[config.mk]
export PLATFORM = sky130hd
export DESIGN_NAME = lab6_ctrl
export DESIGN_NICKNAME = d
export VERILOG_FILES = /design/src/rtl/lab6_pkg.sv /design/src/rtl/lab6_vpipe.sv /design/src/rtl/lab6_ctrl.sv
export SDC_FILE = /design/constraint.sdc
export NUM_CORES = 1
export LEC_CHECK = 0
export CAP_MARGIN = 20
export CORE_AREA = 2 2 39 41
export CTS_BUF_LIST = sky130_fd_sc_hd__clkbuf_4 sky130_fd_sc_hd__clkbuf_8 sky130_fd_sc_hd__clkbuf_16
export DETAILED_ROUTE_END_ITERATION = 16
export DIE_AREA = 0 0 41 43
export PLACE_DENSITY = 0.57
export SLEW_MARGIN = 20
export SYNTH_ARGS = -nofsm -noshare
export SYNTH_HDL_FRONTEND = slang
export SYNTH_SLANG_ARGS = --single-unit
[constraint.sdc]
create_clock -name clk -period 3.18 [get_ports clk]
set_input_delay 0.477 -clock clk [delete_from_list [all_inputs] [get_ports clk]]
set_output_delay 0.477 -clock clk [all_outputs]
set_load 0.1 [all_outputs]
[src/rtl/lab6_pkg.sv]
// lab6_pkg: shared types and defaults for the lab6 filter sequencing controller.
//   state_e     controller states IDLE/ISSUE/DRAIN/DONE
//   NTAPS_DEF   default coefficient tap count
//   MULT_LAT_DEF default multiplier latency
//   coef_t / samp_t  datapath coefficient (12b) and sample (10b) words
package lab6_pkg;

  localparam int unsigned NTAPS_DEF    = 3;
  localparam int unsigned MULT_LAT_DEF = 1;
  localparam int unsigned COEF_W       = 12;
  localparam int unsigned SAMP_W       = 10;

  typedef logic [COEF_W-1:0] coef_t;
  typedef logic [SAMP_W-1:0] samp_t;

  typedef enum logic [1:0] {
    IDLE  = 2'd0,
    ISSUE = 2'd1,
    DRAIN = 2'd2,
    DONE  = 2'd3
  } state_e;

endpackage

[src/rtl/lab6_vpipe.sv]
// lab6_vpipe: product-valid pipeline. Delays {valid, first} by MULT_LAT cycles
// so accumulate enables line up with the multiplier output.
// Ports:
//   clk, reset        clock, synchronous active-low reset
//   i_vld, i_first    operand issued this cycle / operand is tap 0
//   o_acc_en          product valid at accumulator this cycle
//   o_acc_clr         that product is tap 0 (load instead of add)
//   o_tail_empty      no valid entries behind the output stage
module lab6_vpipe
  import lab6_pkg::*;
#(
  parameter int unsigned MULT_LAT = MULT_LAT_DEF
) (
  input  logic clk,
  input  logic reset,
  input  logic i_vld,
  input  logic i_first,
  output logic o_acc_en,
  output logic o_acc_clr,
  output logic o_tail_empty
);

  logic [MULT_LAT-1:0] r_vld;
  logic [MULT_LAT-1:0] r_fst;

  // Shift in at bit 0; truncating the concatenation drops the oldest entry.
  always_ff @(posedge clk) begin
    if (!reset) begin
      r_vld <= '0;
      r_fst <= '0;
    end else begin
      r_vld <= MULT_LAT'({r_vld, i_vld});
      r_fst <= MULT_LAT'({r_fst, i_first});
    end
  end

  assign o_acc_en     = r_vld[MULT_LAT-1];
  assign o_acc_clr    = r_fst[MULT_LAT-1];
  // Everything except the output stage is empty once the shifted-out view is zero.
  assign o_tail_empty = (MULT_LAT'(r_vld << 1) == '0);

endmodule

[src/rtl/lab6_ctrl.sv]
// lab6_ctrl: sequencing controller for a shared-multiplier filter datapath.
// Accepts a sample (irdy/iack), steps coef_sel through NTAPS taps, aligns
// accumulate enables with MULT_LAT, then holds ordy until oack.
// Optional build macro LAB6_CTRL_PENDBUF_EN adds a 1-entry pending sample flag.
// Ports:
//   clk, reset        clock, synchronous active-low reset
//   irdy / iack       sample handshake (iack combinational), din_ld = iack
//   coef_sel, mul_en  coefficient select and multiplier operand valid
//   acc_en, acc_clr   accumulator load enable / load-instead-of-add
//   ordy / oack       result handshake
//   busy              controller not idle
//   ovf               sticky: sample offered while it could not be accepted
module lab6_ctrl
  import lab6_pkg::*;
#(
  parameter int unsigned NTAPS    = NTAPS_DEF,
  parameter int unsigned MULT_LAT = MULT_LAT_DEF,
  parameter int unsigned SELW     = 2
) (
  input  logic            clk,
  input  logic            reset,
  input  logic            irdy,
  output logic            iack,
  output logic            din_ld,
  output logic [SELW-1:0] coef_sel,
  output logic            mul_en,
  output logic            acc_en,
  output logic            acc_clr,
  output logic            ordy,
  input  logic            oack,
  output logic            busy,
  output logic            ovf
);

  localparam logic [SELW-1:0] LAST_TAP = SELW'(NTAPS - 1);

  state_e          r_state, w_nxt_state;
  logic [SELW-1:0] r_tap, w_nxt_tap;
  logic            r_mul_en, r_ordy, r_busy, r_ovf;
  logic            w_iack, w_ovf_set, w_done_ack, w_tail_empty, w_first;
`ifdef LAB6_CTRL_PENDBUF_EN
  logic            r_pend, w_nxt_pend;
`endif

  // ordy is asserted exactly in DONE, so oack elsewhere is ignored.
  assign w_done_ack = (r_state == DONE) && oack;
  assign w_first    = r_mul_en && (r_tap == '0);

  // Next-state, tap and handshake decode.
  always_comb begin
    w_nxt_state = r_state;
    w_nxt_tap   = '0;
    w_iack      = 1'b0;
    w_ovf_set   = 1'b0;
`ifdef LAB6_CTRL_PENDBUF_EN
    w_nxt_pend  = r_pend;
`endif
    case (r_state)
      IDLE: begin
        if (irdy) begin
          w_iack      = 1'b1;
          w_nxt_state = ISSUE;
        end
      end
      ISSUE: begin
        if (r_tap == LAST_TAP) w_nxt_state = DRAIN;
        else                   w_nxt_tap   = r_tap + SELW'(1);
      end
      DRAIN: begin
        if (w_tail_empty) w_nxt_state = DONE;
      end
      DONE: begin
        if (oack) w_nxt_state = IDLE;
      end
      default: w_nxt_state = IDLE;
    endcase
`ifdef LAB6_CTRL_PENDBUF_EN
    // A held sample restarts immediately; otherwise a fresh one may chain in.
    if (w_done_ack && r_pend) begin
      w_nxt_state = ISSUE;
      w_nxt_pend  = 1'b0;
    end else if (w_done_ack && irdy) begin
      w_iack      = 1'b1;
      w_nxt_state = ISSUE;
    end
    if ((r_state != IDLE) && irdy) begin
      if (r_pend) begin
        w_ovf_set = 1'b1;
      end else if (!w_done_ack) begin
        w_iack     = 1'b1;
        w_nxt_pend = 1'b1;
      end
    end
`else
    if (w_done_ack && irdy) begin
      w_iack      = 1'b1;
      w_nxt_state = ISSUE;
    end else if ((r_state != IDLE) && irdy) begin
      w_ovf_set = 1'b1;
    end
`endif
    // No sample is taken while reset is asserted.
    if (!reset) w_iack = 1'b0;
  end

  // State and registered outputs, derived from the next state.
  always_ff @(posedge clk) begin
    if (!reset) begin
      r_state  <= IDLE;
      r_tap    <= '0;
      r_mul_en <= 1'b0;
      r_ordy   <= 1'b0;
      r_busy   <= 1'b0;
      r_ovf    <= 1'b0;
`ifdef LAB6_CTRL_PENDBUF_EN
      r_pend   <= 1'b0;
`endif
    end else begin
      r_state  <= w_nxt_state;
      r_tap    <= w_nxt_tap;
      r_mul_en <= (w_nxt_state == ISSUE);
      r_ordy   <= (w_nxt_state == DONE);
      r_busy   <= (w_nxt_state != IDLE);
      r_ovf    <= r_ovf | w_ovf_set;
`ifdef LAB6_CTRL_PENDBUF_EN
      r_pend   <= w_nxt_pend;
`endif
    end
  end

  lab6_vpipe #(
    .MULT_LAT (MULT_LAT)
  ) u_vpipe (
    .clk          (clk),
    .reset        (reset),
    .i_vld        (r_mul_en),
    .i_first      (w_first),
    .o_acc_en     (acc_en),
    .o_acc_clr    (acc_clr),
    .o_tail_empty (w_tail_empty)
  );

  assign iack     = w_iack;
  assign din_ld   = w_iack;
  assign coef_sel = r_tap;
  assign mul_en   = r_mul_en;
  assign ordy     = r_ordy;
  assign busy     = r_busy;
  assign ovf      = r_ovf;

endmodule

Yosys cells after proc, flatten, opt, wreduce, memory -nomap -nowiden
Cells that the tools add are included.

Register bits after elaboration: 10. Input port bits: 4. Output and inout port bits: 10.

Add/subtract/negate cells: 1. Equality and inequality tests: 6. Muxes and demuxes: 11. Bitwise gates (word level): 3. Reduce and logical (&&, ||, !) cells: 9.

Operators by type and width (number): $eq 2x2->1 const B (4); $mux 2 (4); $pmux 2 s4 (1); $mux 1 (6); $eq 2x1->1 const B (2); $logic_and 1x1->1 (4); $logic_not 2->1 (2); $reduce_bool 2->1 (2); $reduce_or 3->1 (1); $add 2x1->2 const B (1); $not 1->1 (2); $or 1x1->1 (1).

Depth between registers and ports, before layout
Word-level depth: 5. Gate-level depth with buffers: 4.

Modules after synthesis
Synthesis repeated with hierarchy kept, for this count alone.

Cells, all modules: 44. Area total of the unflattened synthesis: 432.9 um2.

By module, submodules not included: lab6_ctrl (times used 1, cells an instance 38, area each 369.1 um2, seq. area each 160.2 um2); lab6_vpipe (times used 1, cells an instance 6, area each 63.8 um2, seq. area each 40.0 um2).

Worst setup path after synthesis
No wires, ideal clock.

Path kind: input to output. From: input port reset. To: output port iack. Data arrival time: 2.704 ns. Required time: 2.703 ns. Path slack: -0.001 ns. Cell stages on the path: 4. Path buffers: 2. Path through: buf_2 -> nand2_1 -> a21oi_1 -> buf_4.

Longest elaborated chain between the ends: 1.

Ends and longest elaborated chain: start: declaration (RTL line lab6_ctrl.sv:21) `input logic reset,`; $mux 1 (RTL line lab6_ctrl.sv:103) `if (!reset) w_iack = 1'b0;`; end: declaration (RTL line lab6_ctrl.sv:23) `output logic iack,`.

Every way passes these cells.

Worst setup path after layout
From: register r_tap[1] (netlist: coef_sel[1]). To: output port coef_sel[1].

RTL lines: start: declaration (RTL line lab6_ctrl.sv:38) `logic [SELW-1:0] r_tap, w_nxt_tap;`; start signal: assignment (RTL line lab6_ctrl.sv:120) `r_tap <= w_nxt_tap;`; end: declaration (RTL line lab6_ctrl.sv:25) `output logic [SELW-1:0] coef_sel,`.

No word-level cell between the ends.

==> flow_summary_export.csv <==
group,metric,value,unit
floorplan,start_util,0.294,
power,total_power,0.306,mW
clock_network,cts.path.max_buffers,2,
yosys,synth_most_common_cell,"dfxtp_1",
timing,rsz0062_at_grt,"false",
timing,tightestPinTransition,0.962,ns
power,cell_internal_pwr,0.197,mW
place,dp.final_hpwl,499,um
floorplan,die_w,41,um
global_routing,antenna_found_initial,0,
clock_network,cts_tree,"yes",
outcome,status,"finished, final reports clean",
power,power_frac_seq,0.446,
yosys,syn_area,407,sq um
setup_path,worstPathRequired,2.70,ns
place,dpl_cell_area,543,sq um
setup_path,crit_path_end_kind,"primary output",
yosys,avgSynthCellArea,10.7,sq um
yosys,synthAdderAreaFrac,0.0615,
yosys,synthDistinctLibCells,22,
flow_run,cap_violations,0,
timing,max_freq,0.449,GHz
yosys,synthFlopType,"dfxtp_1",
clock_network,htreeDepth,1,
setup_path,path_class,"register to primary output",
clock_network,cts-resized-gates,0,
yosys,ys_seq_area_frac,0.492,
power,share_comb_of_total_power,0.276,
yosys,synth_top_family_by_area,"simple AND/OR/NAND/NOR gates",
clock_network,path_clk_slew,0.06,ns
detailed_routing,wl_per_cell,10.6,um
clock_network,cts_sinks,10,
setup_path,critPathBufInv,1,
power,ir_drop,0.192,mV
yosys,yosys-top-cells-count,"dfxtp_1, and2_1, inv_1",
place,place_congestion,0.661,
power,pwr_density_cell,541,nW/um^2
hold_path,hp-class,"register to register",
yosys,synth-edff-count,0,
layout,final_cells,68,
place,port_buffers,13,
layout,fill_cells,146,
floorplan,die_y,43,um
yosys,syn_nets,44,
detailed_routing,antenna_left,0,
clock_network,cts_root_buf,"clkbuf_4",
yosys,yosysTopAreaCellShare,0.492,
global_routing,grt_pass1_vias,272,
clock_network,postCtsSetupRepairBufs,0,
timing,fin_crit_sh,0.701,
clock_network,hold_buffers,0,
yosys,synth_xor_area_frac,0,
layout,regArea,200,sq um
timing,period_minus_slack,2.23,ns
timing,final-setup-viol-count,0,
power,leakagePower,0.219,nW
yosys,synth_compound_area_frac,0.0923,
power,p_clk_frac,0.279,
place,place_inst,65,
floorplan,ioPinCount,14,
layout,drive_above_1_share,0.154,
power,p_sw,0.109,mW
yosys,synthArstFlopShare,0,
timing,final_hold_viol_count,0,
clock_network,numCtsBuffers,3,
setup_path,startpoint_type,"register",
timing,finClkSkew,0.00146,ns
setup_path,cp_max_fo,3,
layout,n_antenna_cell,0,
detailed_routing,drt_wl_total,721,um
setup_path,arrival,1.75,ns
clock_network,clk_latency,0.26,ns
power,switching_share,0.356,
global_routing,grt_usage,0.103,
setup_path,crit_slowest_cell,"clkdlybuf4s50_1",
setup_path,path_cells,"clkdlybuf4s50_1",
global_routing,grt_max_degree,12,
global_routing,gr-total-overflow,0,
layout,final_area,566,sq um
global_routing,grt_pass1_wl,1150,um
yosys,yosys_register_bits,10,
yosys,synth_area_leaders,"dfxtp_1, ha_1, nand4bb_1",
detailed_routing,first_pass_iters,1,
setup_path,critPathMaxStageDelay,1.14,ns
detailed_routing,via_per_inst,4.75,
floorplan,die_area,1760,sq um
timing,slew_viol_final,0,
layout,area_delta_synth_final,39.1,%
yosys,ys_warn_count,0,
timing,slew_headroom,0.356,
floorplan,num_rows,14,
layout,nets,60,
detailed_routing,remaining_drc_errors,0,
yosys,synth_mux_area_frac,0,
timing,finalSetupTns,0,ns
layout,multiInputGateArea,186,sq um
yosys,yosys.area_share.simple,0.295,
detailed_routing,via_count,323,
detailed_routing,first_iter_violations,0,
yosys,synthCells,38,
yosys,yosysTopAreaCell,"dfxtp_1",
floorplan,core,1380,sq um
setup_path,crit_family,"buffers and inverters",
==> per-layer routing <==
metal / vias up / part of all wire / track usage
met5: - / 0 / 0
met4: 0 / 0.011 / 0.120
met3: 2 / 0.089 / 0.0366
met2: 10 / 0.40 / 0.103
met1: 150 / 0.50 / 0.143
li1: 161 / - / -
==> stage by stage <==
stage,utilization,setup WS [ns],hold slack (ns)
floorplan,-,0.700,0.556
global placement,0.392,1.00,0.429
detailed placement,0.392,0.998,0.437
CTS,0.409,0.936,0.450
global route,0.409,0.893,0.465
finish,0.409,0.950,0.447
==> worst paths after layout <==
path | start | to | slack [ns] | cells past startpoint
min reg2reg | coef_sel[0]$_SDFF_PP0_ | coef_sel[0]$_SDFF_PP0_ | 0.45 | 1
max reg2reg | coef_sel[0]$_SDFF_PP0_ | r_state[0]$_SDFF_PN0_ | 2.09 | 4
max | coef_sel[1]$_SDFF_PP0_ | coef_sel[1] | 0.95 | 1
min | coef_sel[0]$_SDFF_PP0_ | coef_sel[0]$_SDFF_PP0_ | 0.45 | 1
==> placed cells by master (no fill, tap or decap), types with 2 or more instances in the layout <==
master            n
and2_1            3
buf_4             2
clkbuf_4          3
clkdlybuf4s50_1  11
dfxtp_1          10
ha_1              2
inv_1             3
nand4bb_1         2
nor2_1            2
==> state kept, by name, indices dropped and copies added, names as in the netlist <==
signal	cells
u_vpipe.o_acc_en	1
mul_en	1
ovf	1
coef_sel	2
u_vpipe.o_acc_clr	1
ordy	1
busy	1
r_state	2
==> area by class of cell <==
cell class                      count  share of cell area
Sequential cell                    10               0.354
Multi-Input combinational cell     23               0.330
Timing Repair Buffer               13               0.221
Clock buffer                        3              0.0398
Tap cell                           16              0.0354
Inverter                            3              0.0199
==> cell families after synthesis <==
kind of cell,after synthesis
AO/OA/AOI/OAI,5
flip-flops,10
buffers and inverters,5
adder cells (fa/ha/maj),2
AND/OR/NAND/NOR,16
==> power by group through the flow <==
stage | clock, mW | sequential, mW | combinational [mW]
after floorplan | 0 | 0.181 | 0.0242
after global placement | 0 | 0.139 | 0.0847
after detailed placement | 0 | 0.139 | 0.0843
after CTS | 0.0894 | 0.137 | 0.0847
after global routing | 0.0961 | 0.137 | 0.0877
final | 0.0853 | 0.136 | 0.0844
No activity file was read; power rests on OpenSTA's default activity.
==> RTL edit, RTL diff (config.mk and constraints unchanged) <==
Set the parameter `SELW` to 1 (it was 2).
--- a/src/rtl/lab6_ctrl.sv
+++ b/src/rtl/lab6_ctrl.sv
@@ -15,7 +15,7 @@
 #(
   parameter int unsigned NTAPS    = NTAPS_DEF,
   parameter int unsigned MULT_LAT = MULT_LAT_DEF,
-  parameter int unsigned SELW     = 2
+  parameter int unsigned SELW     = 1
 ) (
   input  logic            clk,
   input  logic            reset,
Interface: changed (resized coef_sel); port bits go from 14 to 13. No check against the original RTL was run, so the function may have changed too.
==> RTL edit against the original RTL <==
Setup slack better by 0.032 ns. Cell count down 10%. Area after synthesis down 13%. Routed wire length down 21%. Total power grew 2.5%. Clock power grew 7.2%. Final area shrank 12%. Via count fell by 17%. Global-route usage shrank 1.8 points. Sequential share of layout area grew 0.69 points. Hold slack gained 0.020 ns. Sequential cell count down 1. Largest cell class unchanged.
==> RTL edit: results (changes against the original RTL) <==
- Wire length of the first global-routing pass: 924 um (was 1.145 mm)
- LEAKAGE: 0.1890 nW (was 0.2194 nW)
- Clock Tree Root: sky130_fd_sc_hd__clkbuf_4 (unchanged)
- Detailed Routing Iterations Pass 1: 4 (was 1)
- Leading post-synthesis cells by instance count: sky130_fd_sc_hd__dfxtp_1, sky130_fd_sc_hd__and2_1 (was sky130_fd_sc_hd__dfxtp_1, sky130_fd_sc_hd__and2_1, sky130_fd_sc_hd__inv_1)
- Topmost layer with routed signal wires: met3 (was met4)
- Delay contributed by the slowest stage of the critical path: 0.63 ns (was 1.14 ns)
- Number of buffers on the longest clock path: 2 (unchanged)
- Synthesized instance count: 31 (was 38)
- Placed cell count: 57 (was 65)
- Part of the Yosys area used for sequential elements: 50.70% (was 49.23%)
- Pin count of the biggest net entering global routing: 11 (was 12)
- Worst slew margin relative to its limit: 35.30% (was 35.64%)
- Final GP Congestion: 0.6927 (was 0.6610)
- Filler cell count: 146 (unchanged)
- Arrival time at the worst endpoint: 1.72 ns (was 1.75 ns)
- CP max FO: 10 (was 3)
- Top cells by area, synth: sky130_fd_sc_hd__dfxtp_1, sky130_fd_sc_hd__nor4b_2, sky130_fd_sc_hd__and4b_4 (was sky130_fd_sc_hd__dfxtp_1, sky130_fd_sc_hd__ha_1, sky130_fd_sc_hd__nand4bb_1)
- Synth Area in Adders: 0% (was 6.154%)
- Wl on met1: 242 um (was 358 um)
- First DRT Iteration DRCs: 6 (was 0)
- Post-Route Skew: 0.0008746 ns (was 0.001457 ns)
- Peak supply drop: 0.3535 mV (was 0.1922 mV)
- Post-synthesis net count: 35 (was 44)
- Number of endpoints failing setup at the final stage: 0 (unchanged)
- Via count normalized by instance count: 4.393 (was 4.750)
- Number of buffers added on ports: 12 (was 13)
- Number of global-route vias before repair: 221 (was 272)
- Status: finished, final reports clean (unchanged)
- Global routing usage summed across all routing layers: 8.451% (was 10.28%)
- Routed length on met2: 263 um (was 289 um)
- Cell-internal power: 0.2027 mW (was 0.1970 mW)
- Net total in the final layout: 50 (was 60)
- Detailed-routed wire length on met3: 65 um (was 64 um)
- Compound-Gate Fraction of Synth Area: 10.56% (was 9.231%)
- Portion of netlist area occupied by mux cells: 0% (unchanged)
- Detailed placer's ending HPWL: 446.5 um (was 499 um)
RTL edit: per-stage QoR:
stage | area, um^2 | power, mW | setup WS [ns] | utilization (%)
2_1_floorplan | 355.3 | 0.2057 | 0.05616 | -
3_3_place_gp | 469.2 | 0.2251 | 0.9990 | 33.91
3_5_place_dp | 469.2 | 0.2253 | 0.9806 | 33.91
4_1_cts | 499.2 | 0.3194 | 0.9776 | 36.08
5_1_grt | 499.2 | 0.3314 | 0.8959 | 36.08
6_report | 499.2 | 0.3138 | 0.9820 | 36.08
RTL edit: path summary, 6_finish.rpt:
kind	from	to	slack [ns]	cells past startpoint
hold / removal	ovf	ovf	0.47	1
setup / recovery	reset	iack	0.98	4
hold reg to reg	ovf	ovf	0.47	1
setup reg to reg	r_state[0]	ovf	2.21	2
RTL edit: power by group through the flow:
stage               Sequential (mW)  Clock, mW  Combinational [mW]
floorplan                     0.175          0              0.0310
global placement              0.130          0              0.0947
detailed placement            0.130          0              0.0948
CTS                           0.128     0.0965              0.0949
global route                  0.129      0.104              0.0983
finish                        0.128     0.0914              0.0944
RTL edit: cell type report:
| class | count | area (um^2) | share of cell area (%) |
|---|---|---|---|
| timing repair buffer | 12 | 112.6 | 22.56 |
| clock buffer | 4 | 30.03 | 6.015 |
| tap | 16 | 20.02 | 4.010 |
| sequential | 9 | 180.2 | 36.09 |
| multi-input combinational | 20 | 156.4 | 31.33 |
RTL edit: kinds of logic after synthesis:
kind of cell	after synthesis
other cells	1
simple gates	14
flops	9
compound gates	5
buf+inv	2
RTL edit: per-layer routing:
| layer | track usage [%] | vias to the layer above |
|---|---|---|
| met5 | 0 | - |
| met4 | 4.000 | 0 |
| met3 | 7.853 | 0 |
| met2 | 10.00 | 15 |
| met1 | 10.03 | 114 |
| li1 | - | 139 |
